===== config.mk =====
export PLATFORM = sky130hd
export DESIGN_NAME = regfile_wb_sched
export DESIGN_NICKNAME = d
export VERILOG_FILES = /design/src/rtl/regfile_wb_sched.sv
export SDC_FILE = /design/constraint.sdc
export NUM_CORES = 1
export LEC_CHECK = 0
export ABC_AREA = 0
export BUFFER_PORTS_ARGS = -buffer_cell sky130_fd_sc_hd__buf_2
export CORE_UTILIZATION = 45
export CTS_CLUSTER_SIZE = 30
export DETAILED_ROUTE_END_ITERATION = 10
export PLACE_DENSITY_LB_ADDON = 0.12
export SETUP_SLACK_MARGIN = 0.05
export SYNTH_ARGS = -nofsm -noshare
export SYNTH_HDL_FRONTEND = slang
export SYNTH_SLANG_ARGS = --single-unit

===== constraint.sdc =====
create_clock -name CLK -period 3.9 [get_ports CLK]
set_clock_uncertainty 0.1 [all_clocks]
set_input_delay 0.78 -clock CLK [delete_from_list [all_inputs] [get_ports CLK]]
set_output_delay 0.78 -clock CLK [all_outputs]
set_load 0.01 [all_outputs]

===== src/rtl/regfile_wb_sched.sv =====
// Write-back scheduler: arbitrates the register-bank write port between ALU and load
// results, and tracks in-flight destinations to flag RAW/WAW hazards at issue.
module regfile_wb_sched #(
   parameter int unsigned ADDR_W     = 5,
   parameter int unsigned DATA_W     = 32,
   parameter int unsigned STARVE_MAX = 3
) (
   input  logic                     CLK,
   input  logic                     RST,
   input  logic                     alu_valid,
   output logic                     alu_ready,
   input  logic [ADDR_W-1:0]        alu_rd,
   input  logic [DATA_W-1:0]        alu_data,
   input  logic                     mem_valid,
   output logic                     mem_ready,
   input  logic [ADDR_W-1:0]        mem_rd,
   input  logic [DATA_W-1:0]        mem_data,
   input  logic                     iss_valid,
   input  logic [ADDR_W-1:0]        iss_rd,
   input  logic [ADDR_W-1:0]        rs1,
   input  logic [ADDR_W-1:0]        rs2,
   output logic                     hazard,
   output logic                     wr_en,
   output logic [ADDR_W-1:0]        wr_addr,
   output logic [DATA_W-1:0]        wr_data,
   output logic [(2**ADDR_W)-1:0]   busy
);

   localparam int unsigned CNT_W = 4;
   localparam int unsigned NREG  = 2**ADDR_W;

   typedef enum logic {S_NORMAL, S_FORCE_ALU} state_t;

   state_t              r_state, w_state_nxt;
   logic [CNT_W-1:0]    r_cnt, w_cnt_nxt;
   logic                w_alu_gnt, w_mem_gnt, w_xfer;
   logic [ADDR_W-1:0]   w_rd;
   logic [DATA_W-1:0]   w_data;
   logic                r_wr_en, w_wr_en;
   logic [ADDR_W-1:0]   r_wr_addr;
   logic [DATA_W-1:0]   r_wr_data;
   logic [NREG-1:0]     r_busy, w_busy_nxt;
   logic                w_hazard, w_rs1_haz, w_rs2_haz, w_waw_haz;

   // Arbitration and starvation counter: mem has priority unless ALU has lost too often
   always_comb begin
      w_state_nxt = r_state;
      w_cnt_nxt   = r_cnt;
      w_alu_gnt   = 1'b0;
      w_mem_gnt   = 1'b0;
      if (!RST) begin
         case (r_state)
            S_NORMAL: begin
               w_mem_gnt = mem_valid;
               w_alu_gnt = alu_valid && !mem_valid;
               if (w_alu_gnt)
                  w_cnt_nxt = '0;
               else if (alu_valid)
                  w_cnt_nxt = r_cnt + CNT_W'(1);
               if (w_cnt_nxt == CNT_W'(STARVE_MAX))
                  w_state_nxt = S_FORCE_ALU;
            end
            S_FORCE_ALU: begin
               w_alu_gnt   = alu_valid;
               w_mem_gnt   = mem_valid && !alu_valid;
               w_cnt_nxt   = '0;
               w_state_nxt = S_NORMAL;
            end
            default: w_state_nxt = S_NORMAL;
         endcase
      end
   end

   always_ff @(posedge CLK) begin
      if (RST) begin
         r_state <= S_NORMAL;
         r_cnt   <= '0;
      end else begin
         r_state <= w_state_nxt;
         r_cnt   <= w_cnt_nxt;
      end
   end

   assign w_xfer = w_alu_gnt || w_mem_gnt;
   assign w_rd   = w_alu_gnt ? alu_rd   : mem_rd;
   assign w_data = w_alu_gnt ? alu_data : mem_data;

   always_ff @(posedge CLK) begin
      if (RST) begin
         r_wr_en   <= 1'b0;
         r_wr_addr <= '0;
         r_wr_data <= '0;
      end else begin
         r_wr_en <= w_xfer && (w_rd != '0);
         if (w_xfer) begin
            r_wr_addr <= w_rd;
            r_wr_data <= w_data;
         end
      end
   end

   // Pending write is dropped when reset arrives on its bank-write edge
   assign w_wr_en = r_wr_en && !RST;

   assign w_rs1_haz = (rs1 != '0) && (r_busy[rs1] || (w_wr_en && (r_wr_addr == rs1)));
   assign w_rs2_haz = (rs2 != '0) && (r_busy[rs2] || (w_wr_en && (r_wr_addr == rs2)));
   assign w_waw_haz = (iss_rd != '0) && r_busy[iss_rd];
   assign w_hazard  = iss_valid && (w_rs1_haz || w_rs2_haz || w_waw_haz);

   // Scoreboard: a new issue to the same register overrides the retiring write
   always_comb begin
      w_busy_nxt = r_busy;
      if (w_xfer)
         w_busy_nxt[w_rd] = 1'b0;
      if (iss_valid && !w_hazard && (iss_rd != '0))
         w_busy_nxt[iss_rd] = 1'b1;
      w_busy_nxt[0] = 1'b0;
   end

   always_ff @(posedge CLK) begin
      if (RST)
         r_busy <= '0;
      else
         r_busy <= w_busy_nxt;
   end

   assign alu_ready = w_alu_gnt;
   assign mem_ready = w_mem_gnt;
   assign hazard    = w_hazard;
   assign wr_en     = w_wr_en;
   assign wr_addr   = r_wr_addr;
   assign wr_data   = r_wr_data;
   assign busy      = r_busy;

endmodule


# Word level (Yosys, flattened, before mapping)
# Cells that the tools add are included.
dict set report classes {
  n_addsub 1
  mul 0
  n_div 0
  order_cmp 6
  n_eq_ne 3
  shifts 0
  mux 25
  n_bitwise 4
  reduce_logical 27
}
# op n
set op_table {}
lappend op_table {{$mux 32} 3}
lappend op_table {{$and 32x32->32} 1}
lappend op_table {{$not 32->32} 1}
lappend op_table {{$or 32x32->32} 1}
lappend op_table {{$lt 5x6->1 const B} 4}
lappend op_table {{$reduce_bool 5->1} 4}
lappend op_table {{$mux 4} 4}
lappend op_table {{$bmux 1 s5} 3}
lappend op_table {{$logic_and 1x1->1} 14}
lappend op_table {{$demux 1 s5} 2}
lappend op_table {{$eq 5x5->1} 2}
lappend op_table {{$ge 5x1->1 const B} 2}
lappend op_table {{$mux 1} 8}
lappend op_table {{$pmux 4 s2} 1}
lappend op_table {{$pmux 1 s2} 3}
lappend op_table {{$logic_or 1x1->1} 5}
lappend op_table {{$mux 5} 1}
lappend op_table {{$add 4x1->4 const B} 1}
lappend op_table {{$eq 4x2->1 const B} 1}
lappend op_table {{$logic_not 1->1} 4}
lappend op_table {{$not 1->1} 1}
dict set report totals {
  reg_bits 75
  latchBits 0
  ram_bits 0
  romBits 0
  input_bits 94
  out_inout_bits 73
  wordCells 73
  n_memories 0
}

# Depth between registers and ports, before layout
dict set report depth {
  depth_word 14
  depth_mapped 9
  mapped_depth_nobuf 7
}

# Worst setup path after synthesis
# OpenSTA, ideal clock, no wires.
dict set report synth_timing {
  kind {input port to output port}
  startpoint {in iss_rd[1]}
  endpoint {out hazard}
  arrival_time_ns 2.472
  t_required_ns 3.020
  slack_ns 0.548
  cell_stages 8
  n_path_buf 3
  cell_sequence {clkbuf_1 -> buf_4 -> mux4_2 -> nand3_1 -> o31ai_1 -> a2111oi_4 -> buf_6 -> a21boi_0}
}
dict set report synth_via {
  elab_chain_cells 5
  elab_cells_between_ends 6
  classes_between {2 x mux; 4 x reduce/logical}
}
# element line
set synth_rtl {}
lappend synth_rtl {{from (decl)} 19} ;# input logic [ADDR_W-1:0] iss_rd,
lappend synth_rtl {{$bmux 1 s5} 107} ;# assign w_waw_haz = (iss_rd != '0) && r_busy[iss_rd];
lappend synth_rtl {{$mux 1 (implied by the code)} 107}
lappend synth_rtl {{$logic_and 1x1->1 *} 107}
lappend synth_rtl {{$logic_or 1x1->1 *} 108} ;# assign w_hazard = iss_valid && (w_rs1_haz || w_rs2_haz || w_waw_haz);
lappend synth_rtl {{$logic_and 1x1->1 *} 108}
lappend synth_rtl {{to (decl)} 22} ;# output logic hazard,
# Every way passes the cells marked *; elsewhere a longest branch is shown, timed or not. The select of a mux whose other input is x is not followed.

# Worst setup path in the final report
dict set report layout_timing {
  startpoint {in iss_rd[0]}
  endpoint {out hazard}
}
# Same word-level chain as after synthesis.

==> impl_metrics.json <==
{
  "crit_fanout": 19,
  "number_of_clock_sinks": 74,
  "worst_slew_pin_slew_ns": 1.134,
  "netlist.top_cell.by_area": "sky130_fd_sc_hd__dfxtp_1",
  "final-setup-viol-count": 0,
  "max-cap-violations": 0,
  "post_route_cells_drive_above_1_share_pct": 32.93,
  "areaGrowthSynthToFinish_pct": 23.90,
  "placement_setup_slack_ns": 0.4176,
  "clk_transition_reported_paths_ns": 0.07,
  "hold_violations": 0,
  "die-area_um2": 10240,
  "layout_setup_ws_ns": 0.3919,
  "grt_setup_unrepaired": "no",
  "fin_crit_ns": 3.508,
  "maximum_clock_rate_ghz": 0.2851,
  "reg2reg_slack_ns": 1.36,
  "n_antenna_cell": 0,
  "detail-route-antenna-nets": 0,
  "floorplan.initialDensity_pct": 47.26,
  "drt-initial-drc-count": 314,
  "global_route_wire_length_before_repair_mm": 22.21,
  "finish.net_count": 759,
  "area_used_by_multi_input_combinational_logic_um2": 2694,
  "post-cts-setup-buffers": 0,
  "layout.area.seq_um2": 1481,
  "hold_start": "wr_data[6]$_SDFFE_PP0N_",
  "grt_antenna_before_repair": 0,
  "first_global_vias": 4213,
  "synth_enable_flop_cells": 0,
  "syn-cell-area_um2": 4429,
  "synth_seq_cells": 74,
  "timing.reg2reg.worst_path_depth": 6,
  "drc": 0,
  "clock-root-buffer": "sky130_fd_sc_hd__clkbuf_8",
  "synth_largest_type_area_fraction_pct": 33.45,
  "ctsHoldBuffers": 0,
  "layout_commonest_cell": "sky130_fd_sc_hd__buf_2",
  "globalRoute.totalOverflow": 0,
  "avgRoutedWirePerCell_um": 18.64,
  "synth_top_cells_by_area": "sky130_fd_sc_hd__dfxtp_1, sky130_fd_sc_hd__mux4_2, sky130_fd_sc_hd__nand2_1",
  "worst_ep_required_time_ns": 3.02,
  "most-common-layout-cells": "sky130_fd_sc_hd__buf_2, sky130_fd_sc_hd__nand2_1, sky130_fd_sc_hd__dfxtp_1, sky130_fd_sc_hd__nor2_1, sky130_fd_sc_hd__a22oi_1",
  "syn_inst": 522,
  "ys_types": 52,
  "worstSetupEndpointType": "primary output",
  "syn_nets": 617,
  "htree_num_levels": 3,
  "chipHeight_um": 101.2,
  "design.core.area_um2": 9371,
  "cts-resized-gates": 0,
  "yosys_warnings": 0,
  "p_per_area_nw_per_um2": 328.1,
  "num_rows": 35,
  "final_estimated_routing_congestion_in_global_placement": 0.9868,
  "grt.total_usage_pct": 28.93,
  "final.fill_count": 915,
  "ios": 167,
  "io_buffers": 165,
  "die-width_um": 101.2,
  "timing.max_slew.rel_slack_pct": 24.38,
  "tritoncts": "yes",
  "irDropWorstVdd_mv": 0.1761,
  "grt_start_max_net_pins": 32,
  "worstReg2RegEnd": "busy[3]$_SDFF_PP0_",
  "route.final.wire_length_mm": 14.86,
  "totalNegativeSetupSlack_ns": 0,
  "avgSynthCellArea_um2": 8.485,
  "power.static_leakage_nw": 2.308,
  "critical_path_class": "in -> out",
  "synth-main-ff-cell": "sky130_fd_sc_hd__dfxtp_1",
  "vias_per_cell": 5.941,
  "arrival_ns": 2.63,
  "drt_first_pass_iters": 5,
  "regToRegStartpoint": "r_state$_SDFF_PP0_",
  "routed-via-count": 4735,
  "share_of_async_settable_or_async_resettable_flops_after_synthesis_pct": 0,
  "final_min_period_over_clock_period_pct": 89.95,
  "final_core_util_pct": 58.56,
  "buffers_from_clock_root_to_sink_at_most": 2,
  "ys_seq_area_share_pct": 33.45,
  "dp_hpwl_mm": 10.87,
  "run_status": "finished, final reports clean",
  "pins_over_their_slew_limit": 0,
  "cts-buffers-inserted": 9,
  "min-delay-path-class": "reg -> reg",
  "worstSetupStartpointType": "input port",
  "timing.hold.worst_path_depth": 2,
  "worstSkewPairLatency_ns": 0.36,
  "hold_end": "wr_data[6]$_SDFFE_PP0N_"
}
## sequential cells by signal, indices dropped and copies added, names as in the netlist
signal   count
busy        31
r_cnt        4
wr_data     32
r_wr_en      1
r_state      1
wr_addr      5
## through the flow
stage	power, mW	hold WS [ns]	instances	instance area, um2
finish	1.801	0.3527	797	5488
detailed placement	1.142	0.3429	782	5271
global placement	1.136	0.3391	782	5271
floorplan	1.014	0.3805	522	4429
global route	1.882	0.3701	797	5488
CTS	1.810	0.3547	797	5488
## cells by family after synthesis
group / synth area share [%]
AO/OA/AOI/OAI: 24.72
XOR/XNOR: 2.768
adder cells (fa/ha/maj): 0.2824
buffers and inverters: 5.876
flip-flops: 33.45
multiplexers: 14.72
other: 0.08466
AND/OR/NAND/NOR: 18.11
## cell usage after synthesis (3+ instances only)
library cell	n
sky130_fd_sc_hd__a211oi_1	6
sky130_fd_sc_hd__a21oi_1	32
sky130_fd_sc_hd__a22oi_1	34
sky130_fd_sc_hd__a311oi_1	3
sky130_fd_sc_hd__a31oi_1	8
sky130_fd_sc_hd__buf_1	6
sky130_fd_sc_hd__buf_2	10
sky130_fd_sc_hd__buf_4	4
sky130_fd_sc_hd__buf_6	4
sky130_fd_sc_hd__clkbuf_1	19
sky130_fd_sc_hd__dfxtp_1	74
sky130_fd_sc_hd__inv_1	10
sky130_fd_sc_hd__mux2_2	3
sky130_fd_sc_hd__mux2i_1	16
sky130_fd_sc_hd__mux4_2	18
sky130_fd_sc_hd__nand2_1	81
sky130_fd_sc_hd__nand2b_1	4
sky130_fd_sc_hd__nand3_1	11
sky130_fd_sc_hd__nand3b_1	7
sky130_fd_sc_hd__nor2_1	48
sky130_fd_sc_hd__nor2b_1	3
sky130_fd_sc_hd__nor3_1	8
sky130_fd_sc_hd__nor3b_1	3
sky130_fd_sc_hd__nor4b_1	3
sky130_fd_sc_hd__o211ai_1	13
sky130_fd_sc_hd__o21ai_0	3
sky130_fd_sc_hd__o21ai_1	28
sky130_fd_sc_hd__o311ai_0	19
sky130_fd_sc_hd__xnor2_1	8
sky130_fd_sc_hd__xor2_1	6
## cell type report
class | count | share of cell area (%)
clock inverter | 5 | 1.436
sequential | 74 | 26.99
multi-input combinational | 394 | 49.09
clock buffer | 10 | 2.508
tap | 129 | 2.941
timing repair buffer | 174 | 16.28
inverter | 11 | 0.7524
## power breakdown
part           leakage (nW)  switching (mW)  internal, mW
Clock                 0.112           0.299         0.373
Combinational          1.59           0.192         0.128
Sequential            0.603          0.0223         0.786
## critical path, stage by stage
cell and delay [ns]:
sky130_fd_sc_hd__buf_2 0.36, sky130_fd_sc_hd__mux4_2 0.55, sky130_fd_sc_hd__nand3_1 0.11, sky130_fd_sc_hd__o31ai_1 0.10
sky130_fd_sc_hd__a2111oi_4 0.40, sky130_fd_sc_hd__a21boi_0 0.15, sky130_fd_sc_hd__buf_2 0.17
## how the worst max path moves through the flow
| stage | from | end | slack (ns) | depth (start not counted) |
|---|---|---|---|---|
| 5_1_grt | iss_rd[0] | hazard | 0.27 | 7 |
| 2_1_floorplan | iss_rd[1] | hazard | 0.55 | 8 |
| 3_3_place_gp | iss_rd[0] | hazard | 0.44 | 7 |
| 3_5_place_dp | iss_rd[0] | hazard | 0.42 | 7 |
| 6_report | iss_rd[0] | hazard | 0.39 | 7 |
| 4_1_cts | iss_rd[0] | hazard | 0.42 | 7 |
## metal layers
layer / vias to the layer above / global-route usage [%] / routed length (um)
li1: 2221 / - / -
met1: 2173 / 37.53 / 6072
met2: 290 / 43.85 / 6623
met3: 51 / 10.28 / 1713
met4: 0 / 11.71 / 446
met5: - / 0 / 0
Note: power is estimated with default switching activity, not from simulation.
